`config.mk`:
```
export PLATFORM = sky130hd
export DESIGN_NAME = bus_read_switch_port
export DESIGN_NICKNAME = d
export VERILOG_FILES = /design/src/rtl/bus_read_switch_port_pkg.sv /design/src/rtl/bus_read_switch_port_input_debouncer.sv /design/src/rtl/bus_read_switch_port.sv
export SDC_FILE = /design/constraint.sdc
export NUM_CORES = 1
export LEC_CHECK = 0
export CAP_MARGIN = 5
export CORE_MARGIN = 2
export CORE_UTILIZATION = 55
export DETAILED_ROUTE_END_ITERATION = 12
export PLACE_DENSITY = 0.94
export SLEW_MARGIN = 30
export SYNTH_ARGS = -nofsm -noshare
export SYNTH_HDL_FRONTEND = slang
export SYNTH_SLANG_ARGS = --single-unit
```
`constraint.sdc`:
```
create_clock -name CLK -period 2.6 [get_ports CLK]
set_clock_uncertainty 0.2 [all_clocks]
set_input_delay 0.26 -clock CLK [delete_from_list [all_inputs] [get_ports CLK]]
set_output_delay 0.26 -clock CLK [all_outputs]
set_load 0.05 [all_outputs]
```
`src/rtl/bus_read_switch_port_pkg.sv`:
```
// Shared definitions for the switch read port: register offsets, widths, bus payload and decode helper.
package bus_read_switch_port_pkg;

   localparam int unsigned DATA_W = 8;
   localparam int unsigned CNT_W  = 4;

   localparam logic [DATA_W-1:0] OFF_STATE = 8'd0;
   localparam logic [DATA_W-1:0] OFF_FLAGS = 8'd1;
   localparam logic [DATA_W-1:0] OFF_MASK  = 8'd2;

   typedef struct packed {
      logic [DATA_W-1:0] addr;
      logic              we;
      logic [DATA_W-1:0] wdata;
   } bus_req_t;

   typedef enum logic [1:0] {
      REG_STATE = 2'd0,
      REG_FLAGS = 2'd1,
      REG_MASK  = 2'd2,
      REG_NONE  = 2'd3
   } reg_sel_t;

   // Window decode; offsets are taken modulo the bus width so the window may sit anywhere.
   function automatic reg_sel_t decode(input logic [DATA_W-1:0] addr,
                                       input logic [DATA_W-1:0] base);
      logic [DATA_W-1:0] off;
      off = addr - base;
      case (off)
         OFF_STATE: decode = REG_STATE;
         OFF_FLAGS: decode = REG_FLAGS;
         OFF_MASK:  decode = REG_MASK;
         default:   decode = REG_NONE;
      endcase
   endfunction

endpackage

```
`src/rtl/bus_read_switch_port_input_debouncer.sv`:
```
// One-bit switch conditioner: two-flop synchroniser followed by a tick-sampled debouncer.
// Macro DEBOUNCE_EN selects the counting debouncer; otherwise the level is the synchroniser output registered once.
module input_debouncer
   import bus_read_switch_port_pkg::*;
#(
   parameter int unsigned SAMPLES = 4
) (
   input  logic CLK,
   input  logic RESET_N,
   input  logic TICK,
   input  logic RAW,
   output logic LEVEL
);

   logic sync1;
   logic sync2;

   always_ff @(posedge CLK or negedge RESET_N) begin
      if (!RESET_N) begin
         sync1 <= 1'b0;
         sync2 <= 1'b0;
      end else begin
         sync1 <= RAW;
         sync2 <= sync1;
      end
   end

`ifdef DEBOUNCE_EN
   logic [CNT_W-1:0] cnt;

   // Count ticks of disagreement; flip once SAMPLES consecutive ticks disagree.
   always_ff @(posedge CLK or negedge RESET_N) begin
      if (!RESET_N) begin
         cnt   <= '0;
         LEVEL <= 1'b0;
      end else if (TICK) begin
         if (sync2 != LEVEL) begin
            if (cnt == CNT_W'(SAMPLES - 1)) begin
               LEVEL <= ~LEVEL;
               cnt   <= '0;
            end else begin
               cnt <= cnt + CNT_W'(1);
            end
         end else begin
            cnt <= '0;
         end
      end
   end
`else
   logic unused_tick;
   localparam bit unused_cfg = (SAMPLES >= 1);
   assign unused_tick = TICK ^ unused_cfg;

   always_ff @(posedge CLK or negedge RESET_N) begin
      if (!RESET_N) begin
         LEVEL <= 1'b0;
      end else begin
         LEVEL <= sync2;
      end
   end
`endif

endmodule

```
`src/rtl/bus_read_switch_port.sv`:
```
// Bus read port for eight slide switches: debounced STATE, sticky rising-edge FLAGS, MASK and masked IRQ.
// Macro DEBOUNCE_EN enables the shared prescaler and per-bit debounce counters.
module bus_read_switch_port
   import bus_read_switch_port_pkg::*;
#(
   parameter logic [7:0]  BASE_ADDR        = 8'hE0,
   parameter int unsigned DEBOUNCE_DIV     = 1000,
   parameter int unsigned DEBOUNCE_SAMPLES = 4
) (
   input  logic              CLK,
   input  logic              RESET_N,
   input  logic [DATA_W-1:0] BUS_ADDR,
   input  logic              BUS_WE,
   input  logic [DATA_W-1:0] BUS_DATA_IN,
   output logic [DATA_W-1:0] BUS_DATA_OUT,
   output logic              BUS_DATA_OE,
   input  logic [DATA_W-1:0] SWITCHES,
   output logic              IRQ
);

   bus_req_t          req;
   reg_sel_t          sel_c;
   logic              tick;
   logic [DATA_W-1:0] level;
   logic [DATA_W-1:0] level_q;
   logic [DATA_W-1:0] flags_q;
   logic [DATA_W-1:0] mask_q;
   logic [DATA_W-1:0] rise_c;
   logic [DATA_W-1:0] clr_c;
   logic [DATA_W-1:0] rdata_c;

   assign req   = '{addr: BUS_ADDR, we: BUS_WE, wdata: BUS_DATA_IN};
   assign sel_c = decode(req.addr, BASE_ADDR);

`ifdef DEBOUNCE_EN
   localparam int unsigned PRE_W = (DEBOUNCE_DIV > 1) ? $clog2(DEBOUNCE_DIV) : 1;
   logic [PRE_W-1:0] presc;

   // Free-running prescaler shared by all bits; tick on terminal count.
   always_ff @(posedge CLK or negedge RESET_N) begin
      if (!RESET_N) begin
         presc <= '0;
      end else if (presc == PRE_W'(DEBOUNCE_DIV - 1)) begin
         presc <= '0;
      end else begin
         presc <= presc + PRE_W'(1);
      end
   end

   assign tick = (presc == PRE_W'(DEBOUNCE_DIV - 1));
`else
   localparam bit unused_div = (DEBOUNCE_DIV >= 2);
   assign tick = unused_div & 1'b0;
`endif

   for (genvar i = 0; i < DATA_W; i++) begin : g_bit
      input_debouncer #(
         .SAMPLES(DEBOUNCE_SAMPLES)
      ) u_deb (
         .CLK    (CLK),
         .RESET_N(RESET_N),
         .TICK   (tick),
         .RAW    (SWITCHES[i]),
         .LEVEL  (level[i])
      );
   end

   // Edge detect, write-1-clear and read mux.
   always_comb begin
      rise_c  = level & ~level_q;
      clr_c   = '0;
      rdata_c = '0;
      if (req.we && (sel_c == REG_FLAGS)) begin
         clr_c = req.wdata;
      end
      case (sel_c)
         REG_STATE: rdata_c = level;
         REG_FLAGS: rdata_c = flags_q;
         REG_MASK:  rdata_c = mask_q;
         default:   rdata_c = '0;
      endcase
   end

   // Set takes priority over clear when both hit the same flag bit.
   always_ff @(posedge CLK or negedge RESET_N) begin
      if (!RESET_N) begin
         level_q      <= '0;
         flags_q      <= '0;
         mask_q       <= '0;
         IRQ          <= 1'b0;
         BUS_DATA_OUT <= '0;
         BUS_DATA_OE  <= 1'b0;
      end else begin
         level_q <= level;
         flags_q <= (flags_q & ~clr_c) | rise_c;
         IRQ     <= |(flags_q & mask_q);
         if (req.we && (sel_c == REG_MASK)) begin
            mask_q <= req.wdata;
         end
         if (!req.we && (sel_c != REG_NONE)) begin
            BUS_DATA_OE  <= 1'b1;
            BUS_DATA_OUT <= rdata_c;
         end else begin
            BUS_DATA_OE  <= 1'b0;
            BUS_DATA_OUT <= '0;
         end
      end
   end

endmodule
```
==> impl_metrics.py <==
metrics = {
    "logic_synthesis": {
        "ys_types": 25,
        "synth.net_count": 165,
        "ys_top_cells_by_area": "dfrtp_1 (70%), a221o_1 (3.9%), mux2i_1 (3.9%)",
        "synthSimpleGateAreaFrac_pct": 8.89,
        "synth_edf_count": 0,
        "synthMuxAreaShare_pct": 8.23,
        "synth_largest_area_cell": "dfrtp_1",
        "synth_top_cell_area_share_pct": 70.2,
        "synth-seq-cells": 58,
        "synth_fa_ha_area_share_pct": 0.605,
        "synthArstFlopShare_pct": 100,
        "synth_top_family_by_area": "simple AND/OR/NAND/NOR gates",
        "postSynthAreaPerCell_um2": 15.1,
        "yosysSeqAreaShare_pct": 70.2,
        "synth_compound_area_share_pct": 8.71,
        "synth-xor-area-share_pct": 0.423,
        "netlist_instances": 137,
        "syn_area_mm2": 0.00207,
        "yosys_warnings": 0,
        "synth_top_flop_cell": "dfrtp_1",
    },
    "min_path": {
        "hold_class": "register to register",
        "hold_depth": 0,
    },
    "run_status": {
        "outcome": "finished clean",
    },
    "floorplan": {
        "start_util_pct": 56.9,
        "die-area_mm2": 0.00427,
        "die_h_um": 65.3,
        "rows": 22,
        "coreArea_mm2": 0.00363,
        "die_w_um": 65.3,
        "ios": 37,
    },
    "clocking": {
        "clkTransAtPathRegs_ps": 60,
        "clkLatencyLatePin_ps": 320,
        "clock_sinks": 58,
        "root_buffer": "clkbuf_8",
        "post_cts_buffers": 0,
        "cts_inserted_buffers": 9,
        "clockBufferDepth": 2,
        "htreeDepth": 3,
        "cts_tree": "done",
    },
    "route": {
        "drt-total-wl_mm": 3.90,
        "post_drt_wl_per_cell_um": 16.5,
        "vias_per_cell": 5.49,
        "via_count": 1296,
        "drtPass1Iterations": 6,
        "drcViolationCount": 0,
        "drt_iter0_drc": 59,
        "ant_nets": 0,
    },
    "finish": {
        "nFillCells": 212,
        "layout_commonest_cell": "dfrtp_1",
        "areaGrowthSynthToFinish_pct": 32.7,
        "final_nets": 211,
        "postLayoutCoreUtil_pct": 75.5,
        "layout_common_cells": "dfrtp_1 (58), clkdlybuf4s50_1 (35), clkbuf_8 (11)",
        "drive_gt1_share_pct": 16.0,
        "insertedDiodeCount": 0,
    },
    "critical_path": {
        "crit_required_ps": 2600,
        "cpMaxStageDelayCell": "or4_4",
        "crit_path_end_kind": "register",
        "path_cells": "clkdlybuf4s50_1 -> ha_1 -> nand2b_1 -> or4_4 -> a221o_1",
        "r2r_cells": 3,
        "slowest_delay_ps": 580,
        "worstSetupPathType": "primary input to register",
        "worst-path-max-fanout": 8,
        "critPathLaunchType": "primary input",
        "worstPathArrival_ps": 2090,
    },
    "timing": {
        "tightest_slew_ps": 687,
        "drv_slew": 0,
        "setup_violations": 0,
        "finalHoldViolCount": 0,
        "fin_crit_sh_pct": 80.1,
        "tns_ps": 0,
        "finalCriticalPeriod_ps": 2080,
        "rsz0062_at_grt": "no",
        "max_freq_mhz": 480,
        "slew_headroom_pct": 54.2,
    },
    "global_routing": {
        "grt_max_degree": 59,
        "antenna_found_initial": 0,
        "grt_overflow_total": 0,
        "grt_pass1_wl_mm": 6.33,
        "grt_usage_pct": 21.2,
        "grt_pass1_vias": 1318,
    },
    "power_and_ir_drop": {
        "ir_drop_mv": 0.429,
        "power_per_cell_area_mw_per_mm2": 777,
        "power.leakage_nw": 1.22,
    },
    "placed_design": {
        "place.gp.congestion": 0.794,
        "dp_hpwl_mm": 2.46,
        "numPortBuffers": 36,
    },
    "flow_run": {
        "drv_cap": 0,
    },
}
Yosys cell counts, types with 2 or more instances:
| master | number |
|---|---|
| a2bb2oi_1 | 8 |
| nor3_1 | 7 |
| nor2_1 | 2 |
| buf_1 | 2 |
| dfrtp_1 | 58 |
| clkbuf_1 | 2 |
| nor2b_1 | 9 |
| nand3b_1 | 2 |
| mux2_1 | 2 |
| mux2i_1 | 8 |
| inv_1 | 8 |
| a221o_1 | 8 |
| mux2_2 | 6 |
| a22oi_1 | 4 |
path summary, 6_finish.rpt:
path | from | end | slack, ps
min in group asynchronous | RESET_N | flags_q[7]$_DFF_PN0_ | 380
max | BUS_ADDR[5] | flags_q[5]$_DFF_PN0_ | 520
max in group asynchronous | RESET_N | level_q[5]$_DFF_PN0_ | 1340
min | g_bit[1].u_deb.sync1$_DFF_PN0_ | g_bit[1].u_deb.sync2$_DFF_PN0_ | 150
min reg2reg | g_bit[1].u_deb.sync1$_DFF_PN0_ | g_bit[1].u_deb.sync2$_DFF_PN0_ | 150
max reg2reg | flags_q[2]$_DFF_PN0_ | BUS_DATA_OUT[2]$_DFF_PN0_ | 1300
logic make-up after synthesis:
kind of cell	count (synthesis)
mux	16
flops	58
compound gates	20
xor+xnor	1
fa+ha+maj	1
simple gates	27
buf+inv	14
report_power, final:
part	leakage (nW)	internal, mW	total [mW]	switching (mW)
combinational	0.401	0.0760	0.156	0.0801
sequential	0.692	0.941	0.959	0.0182
clock	0.129	0.685	1.02	0.332
metal layers:
metal / global-route usage (%) / up-vias / wire length [µm]
met5: 0 / - / 0
met3: 8.39 / 8 / 300
li1: - / 581 / -
met2: 33.5 / 56 / 1910
met1: 24.9 / 651 / 1610
met4: 11.7 / 0 / 78
sequential cells by signal (all words and copies together), names as in the netlist:
name               flops
BUS_DATA_OE            1
BUS_DATA_OUT           8
IRQ                    1
flags_q                8
g_bit.u_deb.LEVEL      8
g_bit.u_deb.sync1      8
g_bit.u_deb.sync2      8
level_q                8
mask_q                 8
repair_timing:
action	4_1_cts	5_1_grt
gates resized for setup	0	0
hold buffers	1	0
endpoints found under the hold margin	58	0
layout make-up:
| type | instances | area, µm² | share of cell area (%) |
|---|---|---|---|
| clock buffer | 11 | 151 | 5.52 |
| clock inverter | 5 | 100 | 3.65 |
| inverter | 8 | 30.0 | 1.09 |
| multi-input combinational | 65 | 556 | 20.2 |
| sequential | 58 | 1450 | 52.9 |
| tap | 48 | 60.1 | 2.19 |
| timing repair buffer | 41 | 395 | 14.4 |
per-stage QoR:
| stage | hold WS (ps) | instances | setup WS (ps) | power, mW | cell area [µm²] |
|---|---|---|---|---|---|
| 2_1_floorplan | -236 | 137 | 671 | 1.04 | 2070 |
| 4_1_cts | 151 | 236 | 513 | 2.15 | 2740 |
| 3_3_place_gp | 132 | 219 | 225 | 1.12 | 2480 |
| 6_report | 147 | 236 | 516 | 2.13 | 2740 |
| 5_1_grt | 150 | 236 | 464 | 2.21 | 2740 |
| 3_5_place_dp | 136 | 219 | 177 | 1.13 | 2480 |
critical path, delay by kind of cell:
kind            cells  cell delay [ps]
simple gates        2              780
buf+inv             1              430
fa+ha+maj           1              290
compound gates      1              320
Power figures use the tool's default switching activity.
